--- src/rtl/dispatch_queue_pkg.sv ---
// dispatch_queue_pkg: shared decode constants for the dispatch path.
// Contents: RV32I major-opcode constants, the dispatch class enum and a
// classify() helper mapping an opcode to the unit that must accept it.
// Also imported by the ROB and RS decode.
package dispatch_queue_pkg;

    localparam logic [6:0] OPC_LOAD   = 7'b0000011;
    localparam logic [6:0] OPC_STORE  = 7'b0100011;
    localparam logic [6:0] OPC_LUI    = 7'b0110111;
    localparam logic [6:0] OPC_AUIPC  = 7'b0010111;
    localparam logic [6:0] OPC_JAL    = 7'b1101111;
    localparam logic [6:0] OPC_JALR   = 7'b1100111;
    localparam logic [6:0] OPC_BRANCH = 7'b1100011;
    localparam logic [6:0] OPC_OP     = 7'b0110011;
    localparam logic [6:0] OPC_OP_IMM = 7'b0010011;

    typedef enum logic [1:0] {
        CLASS_ALU      = 2'd0,
        CLASS_LSU      = 2'd1,
        CLASS_ROB_ONLY = 2'd2,
        CLASS_ILLEGAL  = 2'd3
    } class_e;

    // LUI only needs a ROB slot; illegal encodings go to the ROB so the
    // exception is raised in order at commit.
    function automatic class_e classify(logic [6:0] opcode);
        class_e c;
        case (opcode)
            OPC_LOAD, OPC_STORE:                  c = CLASS_LSU;
            OPC_LUI:                              c = CLASS_ROB_ONLY;
            OPC_OP, OPC_OP_IMM, OPC_BRANCH,
            OPC_JAL, OPC_JALR, OPC_AUIPC:         c = CLASS_ALU;
            default:                              c = CLASS_ILLEGAL;
        endcase
        return c;
    endfunction

endpackage

--- src/rtl/dispatch_queue_if.sv ---
// dispatch_queue_if: fetch-side push, dispatch-side head and status bundle.
// master: fetcher/dispatch environment (drives push, control and full flags).
// slave:  dispatch_queue (drives head, fire, count, fetch_need, err_overflow).
interface dispatch_queue_if #(
    parameter int unsigned DEPTH  = 32,
    parameter int unsigned INST_W = 32,
    parameter int unsigned PC_W   = 32
) ();
    localparam int unsigned CNT_W = $clog2(DEPTH) + 2;

    logic              rdy_in;
    logic              clear_in;
    logic              push_valid;
    logic [INST_W-1:0] push_inst;
    logic [PC_W-1:0]   push_pc;
    logic              fetch_need;
    logic              rob_full;
    logic              rs_full;
    logic              lsb_full;
    logic              out_valid;
    logic [INST_W-1:0] out_inst;
    logic [PC_W-1:0]   out_pc;
    logic [1:0]        out_class;
    logic              out_fire;
    logic [CNT_W-1:0]  count;
    logic              err_overflow;

    modport master (
        output rdy_in, clear_in, push_valid, push_inst, push_pc,
        output rob_full, rs_full, lsb_full,
        input  fetch_need, out_valid, out_inst, out_pc, out_class, out_fire,
        input  count, err_overflow
    );

    modport slave (
        input  rdy_in, clear_in, push_valid, push_inst, push_pc,
        input  rob_full, rs_full, lsb_full,
        output fetch_need, out_valid, out_inst, out_pc, out_class, out_fire,
        output count, err_overflow
    );

endinterface

--- src/rtl/dispatch_queue_ring_buffer.sv ---
// dispatch_queue_ring_buffer: DEPTH-entry FIFO storage with wrap-around
// pointers and an occupancy counter.
// Ports: clk_i, rst_i (sync, active-high), clear_i (flush), push_i/
// push_data_i (write at tail), pop_i (advance head), pop_data_o (head
// entry, valid when !empty_o), empty_o, full_o, count_o.
// The caller never pushes when full without popping, nor pops when empty.
module dispatch_queue_ring_buffer #(
    parameter int unsigned DEPTH = 32,
    parameter int unsigned WIDTH = 64
) (
    input  logic                     clk_i,
    input  logic                     rst_i,
    input  logic                     clear_i,
    input  logic                     push_i,
    input  logic [WIDTH-1:0]         push_data_i,
    input  logic                     pop_i,
    output logic [WIDTH-1:0]         pop_data_o,
    output logic                     empty_o,
    output logic                     full_o,
    output logic [$clog2(DEPTH):0]   count_o
);
    localparam int unsigned PTR_W = $clog2(DEPTH);
    localparam int unsigned CNT_W = PTR_W + 1;

    logic [WIDTH-1:0] mem_q [DEPTH];
    logic [PTR_W-1:0] wr_ptr_q, wr_ptr_d;
    logic [PTR_W-1:0] rd_ptr_q, rd_ptr_d;
    logic [CNT_W-1:0] count_q,  count_d;

    always_comb begin
        wr_ptr_d = wr_ptr_q;
        rd_ptr_d = rd_ptr_q;
        count_d  = count_q;
        if (clear_i) begin
            wr_ptr_d = '0;
            rd_ptr_d = '0;
            count_d  = '0;
        end else begin
            // Power-of-two depth: pointer overflow is the modulo wrap.
            if (push_i) wr_ptr_d = wr_ptr_q + PTR_W'(1);
            if (pop_i)  rd_ptr_d = rd_ptr_q + PTR_W'(1);
            count_d = count_q + CNT_W'(push_i) - CNT_W'(pop_i);
        end
    end

    always_ff @(posedge clk_i) begin
        if (rst_i) begin
            wr_ptr_q <= '0;
            rd_ptr_q <= '0;
            count_q  <= '0;
        end else begin
            wr_ptr_q <= wr_ptr_d;
            rd_ptr_q <= rd_ptr_d;
            count_q  <= count_d;
        end
    end

    // Storage needs no reset; occupancy tracks which entries are live.
    always_ff @(posedge clk_i) begin
        if (push_i && !clear_i) mem_q[wr_ptr_q] <= push_data_i;
    end

    assign pop_data_o = mem_q[rd_ptr_q];
    assign empty_o    = (count_q == '0);
    assign full_o     = (count_q == CNT_W'(DEPTH));
    assign count_o    = count_q;

endmodule

--- src/rtl/dispatch_queue.sv ---
// dispatch_queue: instruction buffer between fetch and ROB/RS/LSB dispatch.
// A ring buffer feeds a registered head stage; the head is classified by
// target unit and fires only when the units it needs have room.
// Ports: clk_in, rst_in (sync, active-high), bus (dispatch_queue_if.slave:
// rdy_in pause, clear_in flush, push_*, *_full in; out_*, out_fire, count,
// fetch_need, err_overflow out).
module dispatch_queue
    import dispatch_queue_pkg::*;
#(
    parameter int unsigned DEPTH       = 32,
    parameter int unsigned INST_W      = 32,
    parameter int unsigned PC_W        = 32,
    parameter int unsigned AFULL_SLACK = 2
) (
    input  logic           clk_in,
    input  logic           rst_in,
    dispatch_queue_if.slave bus
);
    localparam int unsigned PTR_W   = $clog2(DEPTH);
    localparam int unsigned CNT_W   = PTR_W + 2;
    localparam int unsigned ENTRY_W = INST_W + PC_W;

    logic              out_valid_q, out_valid_d;
    logic [INST_W-1:0] out_inst_q,  out_inst_d;
    logic [PC_W-1:0]   out_pc_q,    out_pc_d;
    class_e            out_class_q, out_class_d;
    logic              err_q,       err_d;

    logic               active;
    logic               unit_free;
    logic               fire;
    logic               head_free;
    logic               buf_pop;
    logic               buf_push;
    logic               bypass;
    logic               push_req;
    logic               overflow;
    logic               buf_empty;
    logic               buf_full;
    logic [PTR_W:0]     buf_count;
    logic [ENTRY_W-1:0] buf_rdata;
    logic [INST_W-1:0]  buf_inst;
    logic [PC_W-1:0]    buf_pc;
    logic [CNT_W-1:0]   count_total;
    logic [31:0]        need_sum;

    assign active = bus.rdy_in & ~bus.clear_in;

    always_comb begin
        unit_free = 1'b1;
        unique case (out_class_q)
            CLASS_ALU:      unit_free = ~bus.rs_full;
            CLASS_LSU:      unit_free = ~bus.lsb_full;
            CLASS_ROB_ONLY: unit_free = 1'b1;
            CLASS_ILLEGAL:  unit_free = 1'b1;
        endcase
    end

    assign fire      = out_valid_q & active & ~bus.rob_full & unit_free;
    assign head_free = ~out_valid_q | fire;

    // Buffer contents are always older than the incoming push, so the head
    // takes from the buffer first and only bypasses when it is empty.
    assign buf_pop  = active & head_free & ~buf_empty;
    assign bypass   = active & head_free & buf_empty & bus.push_valid;
    assign push_req = active & bus.push_valid & ~bypass;
    assign overflow = push_req & buf_full & ~buf_pop;
    assign buf_push = push_req & ~overflow;

    dispatch_queue_ring_buffer #(
        .DEPTH (DEPTH),
        .WIDTH (ENTRY_W)
    ) u_ring_buffer (
        .clk_i       (clk_in),
        .rst_i       (rst_in),
        .clear_i     (bus.rdy_in & bus.clear_in),
        .push_i      (buf_push),
        .push_data_i ({bus.push_inst, bus.push_pc}),
        .pop_i       (buf_pop),
        .pop_data_o  (buf_rdata),
        .empty_o     (buf_empty),
        .full_o      (buf_full),
        .count_o     (buf_count)
    );

    assign {buf_inst, buf_pc} = buf_rdata;

    always_comb begin
        out_valid_d = out_valid_q;
        out_inst_d  = out_inst_q;
        out_pc_d    = out_pc_q;
        out_class_d = out_class_q;
        err_d       = err_q;
        if (bus.rdy_in) begin
            if (bus.clear_in) begin
                out_valid_d = 1'b0;
                err_d       = 1'b0;
            end else begin
                if (head_free) begin
                    if (!buf_empty) begin
                        out_valid_d = 1'b1;
                        out_inst_d  = buf_inst;
                        out_pc_d    = buf_pc;
                        out_class_d = classify(buf_inst[6:0]);
                    end else if (bus.push_valid) begin
                        out_valid_d = 1'b1;
                        out_inst_d  = bus.push_inst;
                        out_pc_d    = bus.push_pc;
                        out_class_d = classify(bus.push_inst[6:0]);
                    end else begin
                        out_valid_d = 1'b0;
                    end
                end
                if (overflow) err_d = 1'b1;
            end
        end
    end

    always_ff @(posedge clk_in) begin
        if (rst_in) begin
            out_valid_q <= 1'b0;
            out_inst_q  <= '0;
            out_pc_q    <= '0;
            out_class_q <= CLASS_ALU;
            err_q       <= 1'b0;
        end else begin
            out_valid_q <= out_valid_d;
            out_inst_q  <= out_inst_d;
            out_pc_q    <= out_pc_d;
            out_class_q <= out_class_d;
            err_q       <= err_d;
        end
    end

    assign count_total = CNT_W'(buf_count) + CNT_W'(out_valid_q);
    assign need_sum    = 32'(count_total) + AFULL_SLACK;

    assign bus.fetch_need   = (need_sum <= DEPTH);
    assign bus.out_valid    = out_valid_q;
    assign bus.out_inst     = out_inst_q;
    assign bus.out_pc       = out_pc_q;
    assign bus.out_class    = out_class_q;
    assign bus.out_fire     = fire;
    assign bus.count        = count_total;
    assign bus.err_overflow = err_q;

endmodule

--- src/flat_wrapper.sv ---
// flat-port wrapper written by rule: the top's interface ports become plain ports
module dispatch_queue_flat import dispatch_queue_pkg::*;
#(
    parameter int unsigned DEPTH       = 32,
    parameter int unsigned INST_W      = 32,
    parameter int unsigned PC_W        = 32,
    parameter int unsigned AFULL_SLACK = 2
)
  (clk_in, rst_in, bus_rdy_in, bus_clear_in, bus_push_valid, bus_push_inst, bus_push_pc, bus_rob_full, bus_rs_full, bus_lsb_full, bus_fetch_need, bus_out_valid, bus_out_inst, bus_out_pc, bus_out_class, bus_out_fire, bus_count, bus_err_overflow);
  dispatch_queue_if #(.DEPTH(DEPTH), .INST_W(INST_W), .PC_W(PC_W)) bus_i ();
  input  logic clk_in;
  input  logic rst_in;
  input wire logic [$bits(bus_i.rdy_in)-1:0] bus_rdy_in;
  input wire logic [$bits(bus_i.clear_in)-1:0] bus_clear_in;
  input wire logic [$bits(bus_i.push_valid)-1:0] bus_push_valid;
  input wire logic [$bits(bus_i.push_inst)-1:0] bus_push_inst;
  input wire logic [$bits(bus_i.push_pc)-1:0] bus_push_pc;
  input wire logic [$bits(bus_i.rob_full)-1:0] bus_rob_full;
  input wire logic [$bits(bus_i.rs_full)-1:0] bus_rs_full;
  input wire logic [$bits(bus_i.lsb_full)-1:0] bus_lsb_full;
  output wire logic [$bits(bus_i.fetch_need)-1:0] bus_fetch_need;
  output wire logic [$bits(bus_i.out_valid)-1:0] bus_out_valid;
  output wire logic [$bits(bus_i.out_inst)-1:0] bus_out_inst;
  output wire logic [$bits(bus_i.out_pc)-1:0] bus_out_pc;
  output wire logic [$bits(bus_i.out_class)-1:0] bus_out_class;
  output wire logic [$bits(bus_i.out_fire)-1:0] bus_out_fire;
  output wire logic [$bits(bus_i.count)-1:0] bus_count;
  output wire logic [$bits(bus_i.err_overflow)-1:0] bus_err_overflow;
  assign bus_i.rdy_in = bus_rdy_in;
  assign bus_i.clear_in = bus_clear_in;
  assign bus_i.push_valid = bus_push_valid;
  assign bus_i.push_inst = bus_push_inst;
  assign bus_i.push_pc = bus_push_pc;
  assign bus_i.rob_full = bus_rob_full;
  assign bus_i.rs_full = bus_rs_full;
  assign bus_i.lsb_full = bus_lsb_full;
  assign bus_fetch_need = bus_i.fetch_need;
  assign bus_out_valid = bus_i.out_valid;
  assign bus_out_inst = bus_i.out_inst;
  assign bus_out_pc = bus_i.out_pc;
  assign bus_out_class = bus_i.out_class;
  assign bus_out_fire = bus_i.out_fire;
  assign bus_count = bus_i.count;
  assign bus_err_overflow = bus_i.err_overflow;
  dispatch_queue #(.DEPTH(DEPTH), .INST_W(INST_W), .PC_W(PC_W), .AFULL_SLACK(AFULL_SLACK)) u_core (.clk_in(clk_in), .rst_in(rst_in), .bus(bus_i));
endmodule
--- config.mk ---
export PLATFORM = sky130hd
export DESIGN_NAME = dispatch_queue_flat
export DESIGN_NICKNAME = d
export VERILOG_FILES = /design/src/rtl/dispatch_queue_pkg.sv /design/src/rtl/dispatch_queue_if.sv /design/src/rtl/dispatch_queue_ring_buffer.sv /design/src/rtl/dispatch_queue.sv /design/src/flat_wrapper.sv
export SDC_FILE = /design/constraint.sdc
export NUM_CORES = 2
export LEC_CHECK = 0
export BUFFER_PORTS_ARGS = -buffer_cell sky130_fd_sc_hd__buf_4
export CAP_MARGIN = 5
export CORE_MARGIN = 2
export CORE_UTILIZATION = 30
export DETAILED_ROUTE_END_ITERATION = 6
export HOLD_SLACK_MARGIN = 0.05
export PLACE_DENSITY = 0.43
export SETUP_SLACK_MARGIN = 0.2
export SYNTH_ARGS = -nofsm -noshare
export SYNTH_HDL_FRONTEND = slang
export SYNTH_HIERARCHICAL = 1
export SYNTH_SLANG_ARGS = --single-unit
--- constraint.sdc ---
create_clock -name clk_in -period 11.9 [get_ports clk_in]
set_input_delay 0.595 -clock clk_in [delete_from_list [all_inputs] [get_ports clk_in]]
set_output_delay 0.595 -clock clk_in [all_outputs]
set_load 0.02 [all_outputs]
# After elaboration in Yosys (flattened, before gate mapping)
# Memory sizes are Yosys's and may differ from the RTL's. A register that Yosys moved wholly into a read port is not among the register bits.
# Cells that the tools add are included.
dict set report totals {
  output_inout_bits 77
  memories 1
  inputBits 72
  reg_bits 84
  elab_cells 97
  ramBits 2048
}
# memory words width rd rd_clocked_by_memory_dff wr line_no
set mem_list {}
lappend mem_list {u_core.u_ring_buffer.mem_q 32 64 1 1 1 dispatch_queue_ring_buffer.sv:25} ;# logic [WIDTH-1:0] mem_q [DEPTH];
dict set report op_classes {
  n_mux 19
  eq_ne 23
  addsub 6
  n_reduce_logical 15
  bitwise 24
  magnitude_cmp 1
}
# op count
set ops {}
lappend ops {{$mux W32} 4}
lappend ops {{$eq A7 B6 Y1 const B} 6}
lappend ops {{$eq A7 B7 Y1 const B} 6}
lappend ops {{$le A32 B6 Y1 const B} 1}
lappend ops {{$eq A7 B5 Y1 const B} 4}
lappend ops {{$and A1 B1 Y1} 14}
lappend ops {{$eq A7 B2 Y1 const B} 2}
lappend ops {{$pmux W2 S3} 2}
lappend ops {{$reduce_or A6 Y1} 2}
lappend ops {{$add A5 B1 Y5 const B} 2}
lappend ops {{$mux W5} 2}
lappend ops {{$not A1 Y1} 9}
lappend ops {{$add A7 B2 Y8 const B} 1}
lappend ops {{$mux W1} 8}
lappend ops {{$reduce_or A2 Y1} 4}
lappend ops {{$add A6 B1 Y7} 1}
lappend ops {{$add A6 B1 Y6} 1}
lappend ops {{$eq A6 B6 Y1 const B} 1}
lappend ops {{$logic_not A6 Y1} 1}
lappend ops {{$sub A6 B1 Y6} 1}
lappend ops {{$eq A2 B2 Y1 const B} 2}
lappend ops {{$mux W2} 2}
lappend ops {{$reduce_and A2 Y1} 2}
lappend ops {{$reduce_and A4 Y1} 1}
lappend ops {{other kinds (8)} 9}

# Depth between registers and ports, before layout
dict set report depth {
  ltp_word 18
  depth_mapped 16
  mapped_depth_nobuf 13
}

# Cells and area by module
# Netlist, hierarchy kept.
# module instances cells_each area_each_um2 seq_area_each_um2
set modules_own_cells {}
lappend modules_own_cells {dispatch_queue_ring_buffer 1 3809 79268.5 61919.4}
lappend modules_own_cells {dispatch_queue 1 363 3563.4 1361.3}

# Worst setup path after synthesis
# No wires, ideal clock.
dict set report synth_timing {
  kind {register to register}
  start {register u_core.u_ring_buffer.count_q[2], in the netlist u_core/u_ring_buffer/count_o[2]}
  end {memory u_core.u_ring_buffer.mem_q[29][0] (enable)}
  synth_period_minus_slack_ps 5699
  setup_slack_ps 6201
  stages_incl_launch_ff 13
  required_time_ps 11413
  arrival_time_ps 5213
  path_cell_list {dfxtp_1 > inv_1 > ha_1 > and4_1 > buf_2 > buf_2 > buf_2 > mux2_2 > nor3_1 > clkbuf_1 > nor2b_1 > nand2_1 > nor2_1}
}
dict set report synth_between {
  elab_chain_len 12
  word_cells_on_any_way 16
}
# item line_no
set synth_rtl {}
lappend synth_rtl {{from (decl)} dispatch_queue_ring_buffer.sv:28} ;# logic [CNT_W-1:0] count_q, count_d;
lappend synth_rtl {{from (signal assigned)} dispatch_queue_ring_buffer.sv:54} ;# count_q <= count_d;
lappend synth_rtl {{$logic_not A6 Y1 (*)} dispatch_queue_ring_buffer.sv:64} ;# assign empty_o = (count_q == '0);
lappend synth_rtl {{via u_core.buf_empty} dispatch_queue.sv:38} ;# logic buf_empty;
lappend synth_rtl {{$and A1 B1 Y1 (2 in a row)} dispatch_queue.sv:65} ;# assign bypass = active & head_free & buf_empty & bus.push_valid;
lappend synth_rtl {{$not A1 Y1} dispatch_queue.sv:66} ;# assign push_req = active & bus.push_valid & ~bypass;
lappend synth_rtl {{$and A1 B1 Y1} dispatch_queue.sv:66}
lappend synth_rtl {{$and A1 B1 Y1 (2 in a row)} dispatch_queue.sv:67} ;# assign overflow = push_req & buf_full & ~buf_pop;
lappend synth_rtl {{$not A1 Y1} dispatch_queue.sv:68} ;# assign buf_push = push_req & ~overflow;
lappend synth_rtl {{$and A1 B1 Y1 (*)} dispatch_queue.sv:68}
lappend synth_rtl {{via u_core.buf_push} dispatch_queue.sv:34} ;# logic buf_push;
lappend synth_rtl {{$logic_and A1 B1 Y1 (*)} dispatch_queue_ring_buffer.sv:60} ;# if (push_i && !clear_i) mem_q[wr_ptr_q] <= push_data_i;
lappend synth_rtl {{$mux W1 (*)} dispatch_queue_ring_buffer.sv:60}
lappend synth_rtl {{$mux W1 (not written as such) (*)} dispatch_queue_ring_buffer.sv:60}
lappend synth_rtl {{to (decl)} dispatch_queue_ring_buffer.sv:25}
# The timed path passes the listed nets; every way through them passes the cells marked *.

# Final worst setup path
dict set report layout_timing {
  start {register u_core.out_class_q[0], in the netlist u_core/bus.out_class[0]}
  end {memory u_core.u_ring_buffer.mem_q[5][50] (enable)}
}
dict set report layout_between {
  elab_chain_len 17
  word_cells_on_any_way 22
}
# item line_no
set layout_rtl {}
lappend layout_rtl {{from (decl)} dispatch_queue.sv:26} ;# class_e out_class_q, out_class_d;
lappend layout_rtl {{from (signal assigned)} dispatch_queue.sv:130} ;# out_class_q <= out_class_d;
lappend layout_rtl {{$eq A2 B2 Y1} dispatch_queue.sv:51} ;# unique case (out_class_q)
lappend layout_rtl {{$reduce_or A2 Y1 (no source line)} n/a}
lappend layout_rtl {{$pmux W1 S3 (*)} dispatch_queue.sv:51}
lappend layout_rtl {{$and A1 B1 Y1 (*)} dispatch_queue.sv:59} ;# assign fire = out_valid_q & active & ~bus.rob_full & unit_free;
lappend layout_rtl {{$or A1 B1 Y1 (*)} dispatch_queue.sv:60} ;# assign head_free = ~out_valid_q | fire;
lappend layout_rtl {{$and A1 B1 Y1 (*)} {dispatch_queue.sv:64, dispatch_queue.sv:65}}
lappend layout_rtl {{$and A1 B1 Y1 (2 in a row)} dispatch_queue.sv:65}
lappend layout_rtl {{$not A1 Y1} dispatch_queue.sv:66}
lappend layout_rtl {{$and A1 B1 Y1} dispatch_queue.sv:66}
lappend layout_rtl {{$and A1 B1 Y1 (2 in a row)} dispatch_queue.sv:67}
lappend layout_rtl {{$not A1 Y1} dispatch_queue.sv:68}
lappend layout_rtl {{$and A1 B1 Y1 (*)} dispatch_queue.sv:68}
lappend layout_rtl {{via u_core.buf_push} dispatch_queue.sv:34}
lappend layout_rtl {{$logic_and A1 B1 Y1 (*)} dispatch_queue_ring_buffer.sv:60}
lappend layout_rtl {{$mux W1 (*)} dispatch_queue_ring_buffer.sv:60}
lappend layout_rtl {{$mux W1 (not written as such) (*)} dispatch_queue_ring_buffer.sv:60}
# Marks and branches as above.

==> qor.yml <==
power_and_ir_drop:
  power.clock.fraction_pct: 41.2
  leakagePower_uw: 0.0281
  powerDensity_mw_per_mm2: 175
  power_frac_seq_pct: 50.2
  pwr-share-comb_pct: 8.6
  peakVddDrop_uv: 123
  internal-power_uw: 12700
  p_sw_uw: 3940
  switching_share_pct: 23.7
clock_network:
  cts_buffers: 234
  clock-sinks: 2137
  root_buffer: "clkbuf_16"
  worstSkewPairLatency_ps: 890
  cts_max_path_buffers: 4
  cts_setup_buffers: 0
  cts_hold_repair.buffers: 0
  htreeDepth: 4
  cts_tree: "built"
  cts.clk_slew.worst_paths_ps: 60
  cts-resized-gates: 0
setup_path:
  reg2reg_to: "u_core/u_ring_buffer/mem_q[5][50]"
  arrival_ps: 5650
  worstPathRequired_ps: 12340
  crit_start: "u_core/bus.out_class[0]"
  r2r-start: "u_core/bus.out_class[0]"
  r2r_cells: 10
  cp_max_fo: 39
  startpoint_type: "register"
  setup.worst_path.class: "register to register"
  rrSetupSlack_ps: 6690
  cp-end-kind: "register"
timing:
  hold_violations: 0
  period_minus_slack_ps: 5210
  timing.fmax_ghz: 0.192
  fin_setup_tns_ps: 0
  worst_pin_slew_ps: 1260
  rsz0062_at_grt: "no"
  fin_skew_ps: 84.9
  fin_crit_sh_pct: 43.8
  setup_violations: 0
  slew_violations: 0
  max_slew_margin_pct: 15.8
placement:
  place_hpwl_um: 142000
  dp_cells: 7872
  place_congestion: 0.763
  numPortBuffers: 148
route:
  wl_um: 244000
  drcViolationCount: 0
  ant_nets: 0
  drtPass1Iterations: 5
  drtIter0Drc: 3456
  dr_total_vias: 41500
  vias_per_cell: 5.00
  routedWlPerCell_um: 29.4
final_layout:
  fillCellCount: 25700
  regArea_mm2: 0.0633
  drive_gt1_share_pct: 20.5
  areaGrowthSynthToFinish_pct: 15.1
  multi_input_area_mm2: 0.0182
  final_cells: 8308
  fin_nets: 4512
global_route:
  antenna_found_initial: 12
  gr-total-overflow: 0
  grt_max_degree: 112
  grt_pass1_vias: 42300
  grt_usage_pct: 17.2
  grt_pass1_wl_um: 342000
yosys:
  synth_cell_types: 66
  synth_async_sr_flop_share_pct: 0
  syn-mean-instance-area_um2: 19.9
  postSynthCellCount: 4172
  synth_top_flop_cell: "edfxtp_1"
  yosysSeqAreaShare_pct: 76.4
  synth_edf_count: 2048
  synth_fp_nets: 4262
  ys_seq_elements: 2137
  yosys_warnings: 6
  syn-cell-area_mm2: 0.0828
run:
  drv_cap: 0
run_status:
  outcome: "finished clean"
floorplan:
  core_mm2: 0.274
  dieArea_mm2: 0.280
  rows: 192
  start_util_pct: 30.2
  die_w_um: 529
  io_pins: 149
  die_h_um: 529
worst_hold_path:
  min-delay-start: "bus_push_pc[10]"
  min_to: "u_core/u_ring_buffer/mem_q[27][10]"
  min_delay_path_depth: 1
  hold_path_class: "input pin to register"
-- critical path, cell delays in order, from the launching register on --
cell and delay, ps:
dfxtp_1 430, mux2i_1 410, nor2_1 200, o31a_1 360, mux2_2 280, nor3_1 130, buf_4 200, nor2b_1 280
nand2_1 510, nor2_4 1130, buf_4 790
-- placed cells by master (no fill, tap or decap), drive strengths merged, types with 5 or more instances in the layout --
| master | count |
|---|---|
| edfxtp | 2048 |
| mux2i | 548 |
| clkbuf | 312 |
| a22oi | 277 |
| mux4 | 272 |
| buf | 255 |
| nor2 | 127 |
| nand3 | 95 |
| clkinv | 95 |
| dfxtp | 89 |
| a211oi | 83 |
| nand2 | 66 |
| nand4 | 58 |
| a21oi | 53 |
| nor3 | 29 |
| o22ai | 25 |
| inv | 24 |
| ha | 17 |
| nor2b | 13 |
| diode | 12 |
| and2b | 12 |
| bufinv | 9 |
| xor2 | 8 |
| nand3b | 7 |
| a31oi | 6 |
| nand2b | 6 |
| xnor2 | 5 |
| a22o | 5 |
-- worst max-delay path by stage --
stage	to	slack [ps]	depth (start not counted)
floorplan	u_core/u_ring_buffer/mem_q[29][0]	6200	12
global placement	u_core/u_ring_buffer/mem_q[30][18]	6350	11
detailed placement	u_core/u_ring_buffer/mem_q[30][18]	6380	11
CTS	u_core/u_ring_buffer/mem_q[30][15]	6480	10
global route	u_core/u_ring_buffer/mem_q[5][50]	6410	10
finish	u_core/u_ring_buffer/mem_q[5][50]	6690	10
-- sequential cells by signal, indices dropped and copies added (netlist names), named ones only --
register / cells
u_core/u_ring_buffer/wr_ptr_q: 5
u_core/u_ring_buffer/rd_ptr_q: 5
u_core/bus.out_pc: 32
u_core/u_ring_buffer/count_o: 6
u_core/bus.out_valid: 1
u_core/u_ring_buffer/mem_q: 2048
u_core/bus.out_class: 2
u_core/bus.err_overflow: 1
u_core/bus.out_inst: 32
-- stage by stage --
step	instance area, um^2	setup slack (ps)	total power (uW)	util, %	hold WS (ps)
2_1_floorplan	82800	6200	9370	-	485
3_3_place_gp	88200	6350	9990	32.2	493
3_5_place_dp	88200	6380	9990	32.2	504
4_1_cts	95300	6480	16900	34.8	70.0
5_1_grt	95300	6410	17200	34.8	101
6_report	95400	6690	16600	34.8	135
-- area by class of cell --
class	count	share of cell area (%)
antenna	12	0.0315
clock buffer	312	6.64
sequential	2137	66.4
timing repair buffer	255	2.08
inverter	20	0.0787
clock inverter	112	0.845
tap	3686	4.84
multi-input combinational	1774	19.1
-- routing by layer --
layer / vias to the layer above / GRT usage (%) / part of all wire, %
li1: 17700 / - / -
met1: 22600 / 23.7 / 45
met2: 894 / 29.0 / 50
met3: 265 / 2.35 / 3.9
met4: 6 / 3.39 / 1.7
met5: - / 0 / 0.015
-- power groups by stage --
| stage | Clock [uW] | Sequential (uW) | Combinational (uW) |
|---|---|---|---|
| after global placement | 0 | 8530 | 1460 |
| after floorplan | 0 | 8540 | 826 |
| final | 6850 | 8360 | 1430 |
| after CTS | 7040 | 8370 | 1470 |
| after global routing | 7340 | 8370 | 1540 |
| after detailed placement | 0 | 8530 | 1470 |
-- cell families (layout without fill, tap and decap cells) --
kind of cell / Yosys count / in the layout / synth area share (%)
AO/OA/AOI/OAI: 475 / 475 / 4.37
XOR/XNOR: 13 / 13 / 0.137
adder cells (fa/ha/maj): 18 / 18 / 0.281
buffers and inverters: 261 / 699 / 2.00
flip-flops: 2137 / 2137 / 76.4
multiplexers: 822 / 822 / 14.0
other: 0 / 12 / 0
AND/OR/NAND/NOR: 446 / 446 / 2.77
-- cells in the mapped netlist (all sizes together) (53+ instances only) --
cell type	instances	area, um^2
mux2i	548	5490
nand2	66	250
edfxtp	2048	61500
buf	196	1410
dfxtp	89	1780
a22oi	277	2080
a211oi	83	823
a21oi	53	269
mux4	272	6130
nand3	95	475
nand4	58	363
nor2	127	487
(Power assumes the default switching activity.)
